[src/rtl/spi_transaction_sequencer.sv]
// -----------------------------------------------------------------------------
// spi_transaction_sequencer
//
// Command front-end for the half-duplex SPI master (fabric_clk domain).
// Commands are buffered in a small FIFO. Each valid command is issued to the
// master as a one-cycle nonzero mst_transaction_length strobe. The sequencer
// then waits a per-command settle gap so the master's own command FIFO is
// never overrun. When a command contains read bits, the master's read-data
// register is sampled at the end of the gap and returned on a valid/ready
// response port.
//
// Ports
//   fabric_clk, reset_n          clock, asynchronous active-low reset
//   cmd_valid / cmd_ready        command push handshake (ready = FIFO not full)
//   cmd_length, cmd_data,
//   cmd_mask, cmd_cpol,
//   cmd_cpha, cmd_gap            command fields (mask: 1 = write bit, MSB-first)
//   mst_transaction_length       one-cycle issue strobe to the master
//   mst_transaction_data,
//   mst_rw_mask, mst_cpol,
//   mst_cpha                     held from one issue until the next
//   mst_read_data                master's transaction_read_data
//   rsp_valid / rsp_ready,
//   rsp_data                     read-data response handshake
//   busy                         FSM active or FIFO non-empty
//   cmd_count                    FIFO occupancy
//   err_len / err_clr            sticky invalid-length flag and its clear
// -----------------------------------------------------------------------------
module spi_transaction_sequencer #(
    parameter int DATA_WIDTH            = 32,
    parameter int TRANSACTION_LEN_WIDTH = 6,
    parameter int GAP_WIDTH             = 16,
    parameter int CMD_DEPTH             = 4
) (
    input  logic                             fabric_clk,
    input  logic                             reset_n,
    input  logic                             cmd_valid,
    output logic                             cmd_ready,
    input  logic [TRANSACTION_LEN_WIDTH-1:0] cmd_length,
    input  logic [DATA_WIDTH-1:0]            cmd_data,
    input  logic [DATA_WIDTH-1:0]            cmd_mask,
    input  logic                             cmd_cpol,
    input  logic                             cmd_cpha,
    input  logic [GAP_WIDTH-1:0]             cmd_gap,
    output logic [TRANSACTION_LEN_WIDTH-1:0] mst_transaction_length,
    output logic [DATA_WIDTH-1:0]            mst_transaction_data,
    output logic [DATA_WIDTH-1:0]            mst_rw_mask,
    output logic                             mst_cpol,
    output logic                             mst_cpha,
    input  logic [DATA_WIDTH-1:0]            mst_read_data,
    output logic                             rsp_valid,
    input  logic                             rsp_ready,
    output logic [DATA_WIDTH-1:0]            rsp_data,
    output logic                             busy,
    output logic [$clog2(CMD_DEPTH):0]       cmd_count,
    output logic                             err_len,
    input  logic                             err_clr
);

    localparam int AW = $clog2(CMD_DEPTH);
    localparam int CW = AW + 1;
    localparam int TW = TRANSACTION_LEN_WIDTH;

    typedef enum logic [1:0] {S_IDLE, S_WAIT, S_RESP} state_t;

    // Valid lengths are 1..DATA_WIDTH.
    function automatic logic len_ok(input logic [TW-1:0] len);
        return (len != '0) && (int'(len) <= DATA_WIDTH);
    endfunction

    // Any mask bit that is 0 inside the top 'len' bits is a read bit.
    function automatic logic calc_has_read(input logic [TW-1:0] len,
                                           input logic [DATA_WIDTH-1:0] mask);
        logic [DATA_WIDTH-1:0] m;
        m = len_ok(len) ? ~({DATA_WIDTH{1'b1}} >> len) : '0;
        return |(~mask & m);
    endfunction

    // Command FIFO storage (data only, no reset needed)
    logic [TW-1:0]         r_fifo_len      [CMD_DEPTH];
    logic [DATA_WIDTH-1:0] r_fifo_data     [CMD_DEPTH];
    logic [DATA_WIDTH-1:0] r_fifo_mask     [CMD_DEPTH];
    logic                  r_fifo_cpol     [CMD_DEPTH];
    logic                  r_fifo_cpha     [CMD_DEPTH];
    logic [GAP_WIDTH-1:0]  r_fifo_gap      [CMD_DEPTH];
    logic                  r_fifo_has_read [CMD_DEPTH];

    logic [AW-1:0] r_wr_ptr;
    logic [AW-1:0] r_rd_ptr;
    logic [CW-1:0] r_count;

    state_t                r_state;
    logic [TW-1:0]         r_mst_len;
    logic [DATA_WIDTH-1:0] r_mst_data;
    logic [DATA_WIDTH-1:0] r_mst_mask;
    logic                  r_mst_cpol;
    logic                  r_mst_cpha;
    logic [GAP_WIDTH-1:0]  r_gap_cnt;
    logic                  r_has_read;
    logic                  r_rsp_valid;
    logic [DATA_WIDTH-1:0] r_rsp_data;
    logic                  r_err_len;

    logic w_full;
    logic w_empty;
    logic w_push;
    logic w_pop;
    logic w_head_ok;

    assign w_full    = (r_count == CW'(CMD_DEPTH));
    assign w_empty   = (r_count == '0);
    // The full flag is the only input to ready; a same-cycle pop never
    // makes room for a push.
    assign w_push    = cmd_valid & ~w_full;
    assign w_pop     = (r_state == S_IDLE) & ~w_empty;
    assign w_head_ok = len_ok(r_fifo_len[r_rd_ptr]);

    always_ff @(posedge fabric_clk) begin
        if (w_push) begin
            r_fifo_len[r_wr_ptr]      <= cmd_length;
            r_fifo_data[r_wr_ptr]     <= cmd_data;
            r_fifo_mask[r_wr_ptr]     <= cmd_mask;
            r_fifo_cpol[r_wr_ptr]     <= cmd_cpol;
            r_fifo_cpha[r_wr_ptr]     <= cmd_cpha;
            r_fifo_gap[r_wr_ptr]      <= cmd_gap;
            r_fifo_has_read[r_wr_ptr] <= calc_has_read(cmd_length, cmd_mask);
        end
    end

    always_ff @(posedge fabric_clk or negedge reset_n) begin
        if (!reset_n) begin
            r_wr_ptr <= '0;
            r_rd_ptr <= '0;
            r_count  <= '0;
        end else begin
            if (w_push) r_wr_ptr <= r_wr_ptr + 1'b1;
            if (w_pop)  r_rd_ptr <= r_rd_ptr + 1'b1;
            case ({w_push, w_pop})
                2'b10:   r_count <= r_count + 1'b1;
                2'b01:   r_count <= r_count - 1'b1;
                default: ;
            endcase
        end
    end

    always_ff @(posedge fabric_clk or negedge reset_n) begin
        if (!reset_n) begin
            r_state     <= S_IDLE;
            r_mst_len   <= '0;
            r_mst_data  <= '0;
            r_mst_mask  <= '0;
            r_mst_cpol  <= 1'b0;
            r_mst_cpha  <= 1'b0;
            r_gap_cnt   <= '0;
            r_has_read  <= 1'b0;
            r_rsp_valid <= 1'b0;
            r_rsp_data  <= '0;
            r_err_len   <= 1'b0;
        end else begin
            // Strobe defaults low so it is never high for more than one cycle.
            r_mst_len <= '0;

            if (err_clr)
                r_err_len <= 1'b0;
            else if (w_pop && !w_head_ok)
                r_err_len <= 1'b1;

            case (r_state)
                S_IDLE: begin
                    // Invalid heads are dropped here without touching mst_*.
                    if (w_pop && w_head_ok) begin
                        r_mst_len  <= r_fifo_len[r_rd_ptr];
                        r_mst_data <= r_fifo_data[r_rd_ptr];
                        r_mst_mask <= r_fifo_mask[r_rd_ptr];
                        r_mst_cpol <= r_fifo_cpol[r_rd_ptr];
                        r_mst_cpha <= r_fifo_cpha[r_rd_ptr];
                        r_gap_cnt  <= r_fifo_gap[r_rd_ptr];
                        r_has_read <= r_fifo_has_read[r_rd_ptr];
                        r_state    <= S_WAIT;
                    end
                end
                S_WAIT: begin
                    if (r_gap_cnt != '0) begin
                        r_gap_cnt <= r_gap_cnt - 1'b1;
                    end else if (r_has_read) begin
                        r_rsp_data  <= mst_read_data;
                        r_rsp_valid <= 1'b1;
                        r_state     <= S_RESP;
                    end else begin
                        r_state <= S_IDLE;
                    end
                end
                S_RESP: begin
                    if (rsp_ready) begin
                        r_rsp_valid <= 1'b0;
                        r_state     <= S_IDLE;
                    end
                end
                default: r_state <= S_IDLE;
            endcase
        end
    end

    assign cmd_ready              = ~w_full;
    assign cmd_count              = r_count;
    assign busy                   = (r_state != S_IDLE) | ~w_empty;
    assign mst_transaction_length = r_mst_len;
    assign mst_transaction_data   = r_mst_data;
    assign mst_rw_mask            = r_mst_mask;
    assign mst_cpol               = r_mst_cpol;
    assign mst_cpha               = r_mst_cpha;
    assign rsp_valid              = r_rsp_valid;
    assign rsp_data               = r_rsp_data;
    assign err_len                = r_err_len;

endmodule
[config.mk]
export PLATFORM = sky130hd
export DESIGN_NAME = spi_transaction_sequencer
export DESIGN_NICKNAME = d
export VERILOG_FILES = /design/src/rtl/spi_transaction_sequencer.sv
export SDC_FILE = /design/constraint.sdc
export NUM_CORES = 1
export LEC_CHECK = 0
export BUFFER_PORTS_ARGS = -buffer_cell sky130_fd_sc_hd__buf_2
export CORE_MARGIN = 3
export CORE_UTILIZATION = 42
export CTS_BUF_LIST = sky130_fd_sc_hd__clkbuf_16
export DETAILED_ROUTE_END_ITERATION = 16
export GPL_TIMING_DRIVEN = 0
export HOLD_SLACK_MARGIN = 0.05
export PLACE_DENSITY = 0.69
export SLEW_MARGIN = 20
export SYNTH_ARGS = -nofsm -noshare
export SYNTH_HDL_FRONTEND = slang
export SYNTH_SLANG_ARGS = --single-unit
[constraint.sdc]
create_clock -name fabric_clk -period 2.9 [get_ports fabric_clk]
set_input_delay 0 -clock fabric_clk [delete_from_list [all_inputs] [get_ports fabric_clk]]
set_output_delay 0 -clock fabric_clk [all_outputs]
set_load 0.01 [all_outputs]
==> results.cfg, run 1 <==
[cts]
ctsLongestPathBuffers = 3
clockRootBuffer = clkbuf_16
clock_latency_ns = 0.58
cts.sinks = 488
cts.htree.levels = 2
cts_tree = done
numCtsBuffers = 52
path_clk_slew_ns = 0.05

[layout]
finalNonFillerCells = 2011
fin_nets = 1510
diodes = 0
synthToLayoutAreaGrowth_pct = 27.4
drive_gt1_share_pct = 37.6

[timing]
worstMarginPinSlew_ns = 1.24
hold_violations = 0
relSlewSlack_pct = 17.0
fin_tns_setup_ns = 0
fmax_mhz = 352
maxSlewViolCount = 0
rsz0062_at_grt = false
finalSetupViolCount = 0
finClkSkew_ns = 0.0115
fin_crit_sh_pct = 97.8
min_period_ns = 2.84

[pwr]
powerDensity_mw_per_mm2 = 964
internal-power_w = 0.0166
ir_worst_vdd_mv = 0.592
p_leak_nw = 9.23
p_sw_share_pct = 28.6
p_sw_w = 0.00665
comb_power_share_pct = 28.2
pwr-share-seq_pct = 42.8
clockPowerShare_pct = 29.0

[hold_path]
hold_path.class = in -> reg

[routing]
drt_wl_total_um = 42700
drc_errors = 0
via_count = 10500
drt_iter0_drc = 812
ant_nets = 0
first_pass_iters = 6
post_drt_wl_per_cell_um = 21.3
vias_per_cell = 5.21

[grt]
grt.overflow.total = 0
antenna_found_initial = 0
track_usage_pct = 18.0
grt_pass1_vias = 11100
grt_pass1_wl_um = 65300
grt_max_degree = 68

[critical_path]
slowest_stage = nor3_1
cp.required_ns = 3.35
cp_cell_sequence = nor3_1, and4_1, buf_4, nor2_2, buf_6, buf_6, mux2_4
cp_data_arrival_time_ns = 3.29
critPathKind = reg -> reg
crit_path_start_kind = flop
critPathBufInv = 3
rrSetupSlack_ns = 0.06
cp_common_cell = buf_6
endpoint_kind = flop
path_delay_family = simple AND/OR/NAND/NOR gates
path_max_fanout = 10
max_stage_delay_ns = 1.02

[yosys]
synth_warnings = 0
synth_cell_type_count = 62
syn_nets = 1086
async_flop_share_pct = 27.0
syn_inst = 953
synth-edff-count = 356
syn-cell-area_mm2 = 0.0190
synth_area_per_cell_um2 = 19.9
ys_ff_latch = 488
seq_area_frac_synth_pct = 73.8
synthFlopType = edfxtp_1

[place]
placedCellCount = 1789
finalWeightedCongestion = 0.861
hpwl_um = 26800
io_buffers = 235

[floorplanning]
die_w_um = 218
core_area_mm2 = 0.0444
start_util_pct = 42.7
die_area_mm2 = 0.0477
io-pin-count = 236
num_rows = 77
fp.dieH_um = 218

[flow_run]
drv_cap = 0

[outcome]
status = finished clean
-- cell type report --
class                   count  area, um2
repair buffers            370       2670
plain buffers              43        258
fillers                  3458      20300
inverters                  20       75.1
well taps                 592        741
clock inverters            43        435
multi-input cells         402       4650
clock buffers              53       1330
flip-flops and latches    488      14000
-- layout by cell type, fill, tap and decap left out, drive strengths merged, types with 4 or more instances in the layout --
cell type / netlist / routed
xnor2: 4 / 4
a21oi: 22 / 22
clkinv: 0 / 20
nand2b: 7 / 7
o21ai: 24 / 24
dlygate4sd3: 0 / 125
nor3: 11 / 11
clkbuf: 21 / 74
a22oi: 4 / 4
mux4: 89 / 89
dfrtp: 132 / 132
nor2: 30 / 30
nand3: 6 / 6
and3: 4 / 4
xor2: 4 / 4
ha: 7 / 7
and2: 7 / 7
a31oi: 12 / 12
nand2: 19 / 19
buf: 22 / 267
nor2b: 5 / 5
edfxtp: 356 / 356
inv: 20 / 31
bufinv: 0 / 9
mux2: 100 / 100
-- worst reg2reg max path, delay by kind of cell (launching register included) --
kind | cells | cell delay, ns
buf+inv | 3 | 0.50
flops | 1 | 0.47
mux | 1 | 0.32
simple gates | 3 | 1.44
-- registers in the layout (all words and copies together), names as in the netlist, 16 cells and up --
| register | count |
|---|---|
| mst_rw_mask | 32 |
| mst_transaction_data | 32 |
| r_fifo_data | 128 |
| r_fifo_gap | 64 |
| r_fifo_len | 24 |
| r_fifo_mask | 128 |
| r_gap_cnt | 16 |
| rsp_data | 32 |
-- Yosys cell counts (all sizes together) (5+ instances only) --
library cell	count	area, um2
a21oi	22	110
ha	7	87.6
a31oi	12	75.1
o21ai	24	120
nand3	6	30.0
buf	22	176
nor2b	5	31.3
nor3	11	76.3
mux2	100	1290
clkbuf	21	78.8
inv	20	75.1
dfrtp	132	3300
nand2b	7	43.8
and2	7	43.8
mux4	89	2000
nand2	19	71.3
edfxtp	356	10700
nor2	30	115
-- stage by stage --
step / hold WS, ns / area, um2 / power [W] / util [%] / setup slack (ns)
after detailed placement: -0.00274 / 21100 / 0.0167 / 47.5 / -0.00273
after CTS: 0.0713 / 24100 / 0.0237 / 54.4 / 0.0202
after floorplan: -0.296 / 19000 / 0.0143 / - / 0.570
after global routing: 0.129 / 24100 / 0.0245 / 54.4 / 0.0240
after global placement: 0.158 / 20900 / 0.0164 / 47.0 / -0.507
final: 0.144 / 24100 / 0.0233 / 54.4 / 0.0625
-- routing by layer --
metal / up-vias / part of all wire [%] / track usage [%]
met1: 5431 / 42 / 23.8
met4: 0 / 1.9 / 4.54
met2: 329 / 50 / 30.9
li1: 4653 / - / -
met3: 64 / 5.9 / 3.57
met5: - / 0 / 0
-- final timing paths --
| path | cells past startpoint | start | endpoint |
|---|---|---|---|
| min reg2reg | 1 | rsp_data[23] | rsp_data[23] |
| min | 3 | err_clr | err_len |
| max in group asynchronous | 4 | reset_n | mst_transaction_data[1] |
| max | 7 | r_state[0] | mst_transaction_data[15] |
| min in group asynchronous | 4 | reset_n | rsp_data[25] |
| max reg2reg | 7 | r_state[0] | mst_transaction_data[15] |
-- cell families after synthesis --
logic type	Yosys count	synth area share, %
AOI/OAI and AO/OA	89	2.98
xor gates and xnor gates	8	0.370
adders and majority gates	10	0.673
buffers and inverters	63	1.74
DFF	488	73.8
muxes	189	17.4
and+or+nand+nor	106	3.03
-- what timing repair did --
item                                   CTS  global route
endpoints found under the hold margin  525             0
setup buffers                            0             0
pin swaps                                0             0
gates resized for setup                  1             3
setup endpoints to repair                9            10
hold buffers                           126             0
-- power by group through the flow --
stage / clock [W] / sequential, W / combinational, W
floorplan: 0 / 0.0102 / 0.00407
global placement: 0 / 0.0101 / 0.00629
detailed placement: 0 / 0.0101 / 0.00659
CTS: 0.00695 / 0.00995 / 0.00675
global route: 0.00723 / 0.0101 / 0.00715
finish: 0.00675 / 0.00995 / 0.00656
Note: power is estimated with default switching activity, not from simulation.
==> run 2, diff against run 1 <==
- PLACE_DENSITY: 0.69 -> default
- PLACE_DENSITY_LB_ADDON: default -> 0.05
- SLEW_MARGIN: 20 -> 10
==> results.cfg, run 2 (synthesis gave the netlist of run 1 again) <==
[critical_path]
cp_data_arrival_time_ns = 3.22
crit_path_start_kind = flop
path_max_fanout = 10
cp.required_ns = 3.36
endpoint_kind = flop
critPathKind = reg -> reg

[place]
io_buffers = 235
finalWeightedCongestion = 0.782
hpwl_um = 27100

[layout]
synthToLayoutAreaGrowth_pct = 27.0
multi_input_area_mm2 = 0.00466
final_util_pct = 54.2
final_common_cell = edfxtp_1
fillers = 3616
reg_top3 = r_fifo_data x128, r_fifo_mask x128, r_fifo_gap x64
final_cell_mix = edfxtp_1 (356), buf_2 (240), dfrtp_1 (132)
register_area_mm2 = 0.0140
fin_nets = 1512
drive_gt1_share_pct = 36.8

[pwr]
pwr-share-seq_pct = 43.7
powerDensity_mw_per_mm2 = 944
internal-power_w = 0.0161
p_sw_w = 0.00660
comb_power_share_pct = 29.1
clockPowerShare_pct = 27.2
ir_worst_vdd_mv = 0.523
p_leak_nw = 9.26
p_sw_share_pct = 29.1

[floorplanning]
fp.dieH_um = 218
io-pin-count = 236
core_area_mm2 = 0.0444
start_util_pct = 42.7
num_rows = 77
die_area_mm2 = 0.0477
die_w_um = 218

[grt]
grt_pass1_wl_um = 66000
grt_pass1_vias = 11000
grt_max_degree = 83
track_usage_pct = 18.3
grt.overflow.total = 0
antenna_found_initial = 0

[routing]
first_pass_iters = 4
drt_iter0_drc = 507
ant_nets = 0
drt_wl_total_um = 42900
drc_errors = 0
vias_per_cell = 5.06
via_count = 10200
post_drt_wl_per_cell_um = 21.3

[flow_run]
drv_cap = 0

[cts]
numCtsBuffers = 53
cts_tree = done
clock_latency_ns = 0.58
ctsLongestPathBuffers = 3
path_clk_slew_ns = 0.06
cts.htree.levels = 2
cts.sinks = 488
clockRootBuffer = clkbuf_16

[timing]
fin_crit_sh_pct = 95.0
rsz0062_at_grt = false
finClkSkew_ns = 0.00942
fin_tns_setup_ns = 0
hold_violations = 0
min_period_ns = 2.76
relSlewSlack_pct = 25.0
worstMarginPinSlew_ns = 1.12
maxSlewViolCount = 0
fmax_mhz = 363
finalSetupViolCount = 0

[hold_path]
hold_path.class = in -> reg

[outcome]
status = finished clean
-- run 2: cell count changes in the layout (fill, tap and decap cells not counted), moves of 2 or more --
| cell | delta |
|---|---|
| buf_16 | +4 |
| clkbuf_16 | +2 |
| clkinv_1 | -2 |
| inv_1 | +17 |
| clkbuf_1 | -3 |
| buf_12 | -4 |
| bufinv_16 | -7 |
| clkinvlp_4 | -3 |
| clkdlybuf4s15_1 | +3 |
| clkinv_2 | -2 |
-- run 2: final cells by class --
cell class / count / area share [%]
clock buffer: 55 / 5.72
buffer: 43 / 1.15
sequential: 488 / 58.1
timing repair buffer: 371 / 11.2
multi-input combinational: 402 / 19.4
inverter: 20 / 0.312
tap: 592 / 3.08
antenna: 1 / 0.0104
clock inverter: 45 / 0.977
-- run 2: layer usage --
metal / global-route usage (%) / wire [um] / vias up / part of all wire (%)
met1: 25.0 / 19000 / 5248 / 44
met3: 3.67 / 2360 / 48 / 5.5
met5: 0 / 0 / - / 0
li1: - / - / 4663 / -
met2: 30.2 / 20900 / 257 / 49
met4: 4.72 / 667 / 0 / 1.6
-- run 2: path summary, 6_finish.rpt --
check                        startpoint               to  slack (ns)  cells after the start
max                        cmd_count[2]  mst_rw_mask[21]        0.14                      8
min                             err_clr          err_len        0.10                      3
max reg2reg                cmd_count[2]  mst_rw_mask[21]        0.14                      8
min reg2reg                rsp_data[30]     rsp_data[30]        0.49                      1
max in group asynchronous       reset_n  mst_rw_mask[12]        1.92                      4
min in group asynchronous       reset_n     rsp_data[23]        0.53                      4
-- run 2: critical path, stage by stage, from the launching register on --
cell     delay, ns
dfrtp_1       0.44
nor3_2        0.10
nor3_1        0.86
and4_1        0.33
buf_4         0.15
nor2_2        0.08
buf_6         0.18
buf_6         0.18
mux2_4        0.30
-- run 2: timing repair --
| item | in CTS | in global routing |
|---|---|---|
| endpoints found under the setup margin | 24 | 29 |
| gates resized for setup | 1 | 13 |
| buffers inserted | 0 | 1 |
| pin swaps | 0 | 1 |
| hold endpoints to repair | 552 | 0 |
| hold buffers | 126 | 0 |
-- run 2: per-stage QoR --
stage	total power [W]	hold slack, ns	area [um2]	std cells	setup WS [ns]
final	0.0227	0.103	24100	2017	0.144
after global placement	0.0165	0.155	20900	1780	-0.604
after CTS	0.0231	0.0613	24000	2015	0.0381
after global routing	0.0241	0.0818	24100	2016	0.00128
after floorplan	0.0143	-0.296	19000	953	0.570
after detailed placement	0.0167	-0.0369	21100	1789	-0.0253
-- run 2: power groups by stage --
stage | sequential (W) | combinational (W) | clock [W]
floorplan | 0.0102 | 0.00407 | 0
global placement | 0.0101 | 0.00641 | 0
detailed placement | 0.0101 | 0.00664 | 0
CTS | 0.00995 | 0.00679 | 0.00640
global route | 0.0101 | 0.00723 | 0.00672
finish | 0.00994 | 0.00661 | 0.00618
==> run 3, diff against run 2 <==
- CORE_ASPECT_RATIO: default -> 1.75
==> results.cfg, run 3 (synthesis gave the netlist of run 1 again) <==
[outcome]
status = finished clean

[routing]
first_pass_iters = 4
drt_wl_total_um = 43300
drt_iter0_drc = 494
vias_per_cell = 5.15
post_drt_wl_per_cell_um = 21.8
drc_errors = 0
via_count = 10200
ant_nets = 0

[floorplanning]
core_area_mm2 = 0.0444
die_w_um = 167
fp.dieH_um = 287
num_rows = 102
die_area_mm2 = 0.0478
io-pin-count = 236
start_util_pct = 42.7

[cts]
clockRootBuffer = clkbuf_16
cts.sinks = 488
path_clk_slew_ns = 0.06
cts.htree.levels = 2
cts_tree = done
ctsLongestPathBuffers = 3
numCtsBuffers = 47
clock_latency_ns = 0.56

[grt]
antenna_found_initial = 1
track_usage_pct = 18.2
grt_pass1_wl_um = 66500
grt_max_degree = 78
grt.overflow.total = 0
grt_pass1_vias = 11200

[critical_path]
endpoint_kind = flop
critPathKind = reg -> reg
r2r_end = mst_rw_mask[25]
rrSetupSlack_ns = 0.14
path_max_fanout = 10
rr_startpoint = r_rd_ptr[1]
cp.required_ns = 3.34
crit_path_start_kind = flop
cp_data_arrival_time_ns = 3.19
rr_worst_depth = 5

[layout]
synthToLayoutAreaGrowth_pct = 26.6
reg_top3 = r_fifo_data x128, r_fifo_mask x128, r_fifo_gap x64
final_cell_mix = edfxtp_1 (356), buf_2 (240), dfrtp_1 (132)
drive_gt1_share_pct = 37.3
final_common_cell = edfxtp_1
multi_input_area_mm2 = 0.00465
fin_nets = 1505
final_util_pct = 54.0
fillers = 3604
finalNonFillerCells = 1983
register_area_mm2 = 0.0140

[pwr]
p_sw_share_pct = 28.8
ir_worst_vdd_mv = 0.528
clockPowerShare_pct = 27.4
p_leak_nw = 9.16
pwr-share-seq_pct = 43.5
p_sw_w = 0.00658
comb_power_share_pct = 29.1
powerDensity_mw_per_mm2 = 951
internal-power_w = 0.0162

[place]
placedCellCount = 1769
finalWeightedCongestion = 0.827
io_buffers = 235
post-place-ws_ns = -0.0117
hpwl_um = 28200

[timing]
hold_violations = 0
setup_ws_ns = 0.144
rsz0062_at_grt = true
fin_crit_sh_pct = 95.1
min_period_ns = 2.76
maxSlewViolCount = 0
finalSetupViolCount = 0
relSlewSlack_pct = 34.7
hold_ws_ns = 0.134
finClkSkew_ns = 0.0175
fmax_mhz = 363
worstMarginPinSlew_ns = 0.980

[hold_path]
hold_end = err_len
hold_path.class = in -> reg
worstHoldPathCells = 3
min_from = err_clr

[flow_run]
drv_cap = 0
run 3: cell types whose count changed in the layout (fill, tap and decap cells not counted), moves of 2 or more:
| cell | previous run | this run |
|---|---|---|
| inv_1 | 45 | 27 |
| bufinv_16 | 2 | 6 |
| clkbuf_16 | 55 | 51 |
| clkbuf_1 | 16 | 19 |
| clkdlybuf4s15_1 | 3 | 0 |
| clkinv_1 | 8 | 10 |
| clkinvlp_4 | 0 | 2 |
run 3: layout make-up:
cell class,instances,area share (%)
plain buffers,43,1.07
well taps,572,2.98
inverters,20,0.313
repair buffers,370,11.3
flip-flops and latches,488,58.3
clock inverters,36,1.30
clock buffers,51,5.32
multi-input cells,402,19.4
diodes,1,0.0104
run 3: worst max-delay path, cell delays in order (launching register included):
cell and delay (ns):
dfrtp_1 0.31, buf_2 0.23, buf_1 0.72, clkbuf_1 0.64, mux4_2 0.44, mux2_4 0.28
run 3: timing repair:
| action | 4_1_cts | 5_1_grt |
|---|---|---|
| endpoints found under the setup margin | 26 | 40 |
| setup buffers | 0 | 0 |
| pin swaps | 0 | 0 |
| endpoints found under the hold margin | 541 | 0 |
| hold buffers | 126 | 0 |
| resized for setup | 1 | 6 |
run 3: routing by layer:
metal / up-vias / wire length (um) / global-route usage (%) / share of wire [%]
li1: 4624 / - / - / -
met1: 5260 / 16700 / 21.1 / 39
met2: 265 / 23300 / 34.1 / 54
met3: 65 / 2000 / 3.32 / 4.6
met4: 0 / 1280 / 5.82 / 3.0
met5: - / 0 / 0 / 0
run 3: worst max path at each step:
stage	cells after the start	endpoint	from
3_3_place_gp	1	mst_transaction_data[5]	reset_n
6_report	5	mst_rw_mask[25]	r_rd_ptr[1]
3_5_place_dp	8	mst_rw_mask[0]	cmd_count[1]
5_1_grt	5	mst_cpol	r_rd_ptr[0]
4_1_cts	5	mst_rw_mask[25]	r_rd_ptr[0]
2_1_floorplan	3	r_fifo_cpha[0]	cmd_count[0]
run 3: metrics by stage:
stage	instance area [um2]	power, W	setup TNS (ns)
final	24000	0.0228	0
after global routing	24000	0.0240	-0.638
after CTS	24000	0.0233	0
after detailed placement	21100	0.0168	-0.0803
after global placement	20800	0.0166	-232.09
after floorplan	19000	0.0143	0
run 3: power by group through the flow:
stage	logic (W)	registers, W	clock network (W)
final	0.00664	0.00992	0.00625
after global placement	0.00644	0.0101	0
after floorplan	0.00407	0.0102	0
after detailed placement	0.00672	0.0101	0
after CTS	0.00688	0.00993	0.00644
after global routing	0.00725	0.0101	0.00672
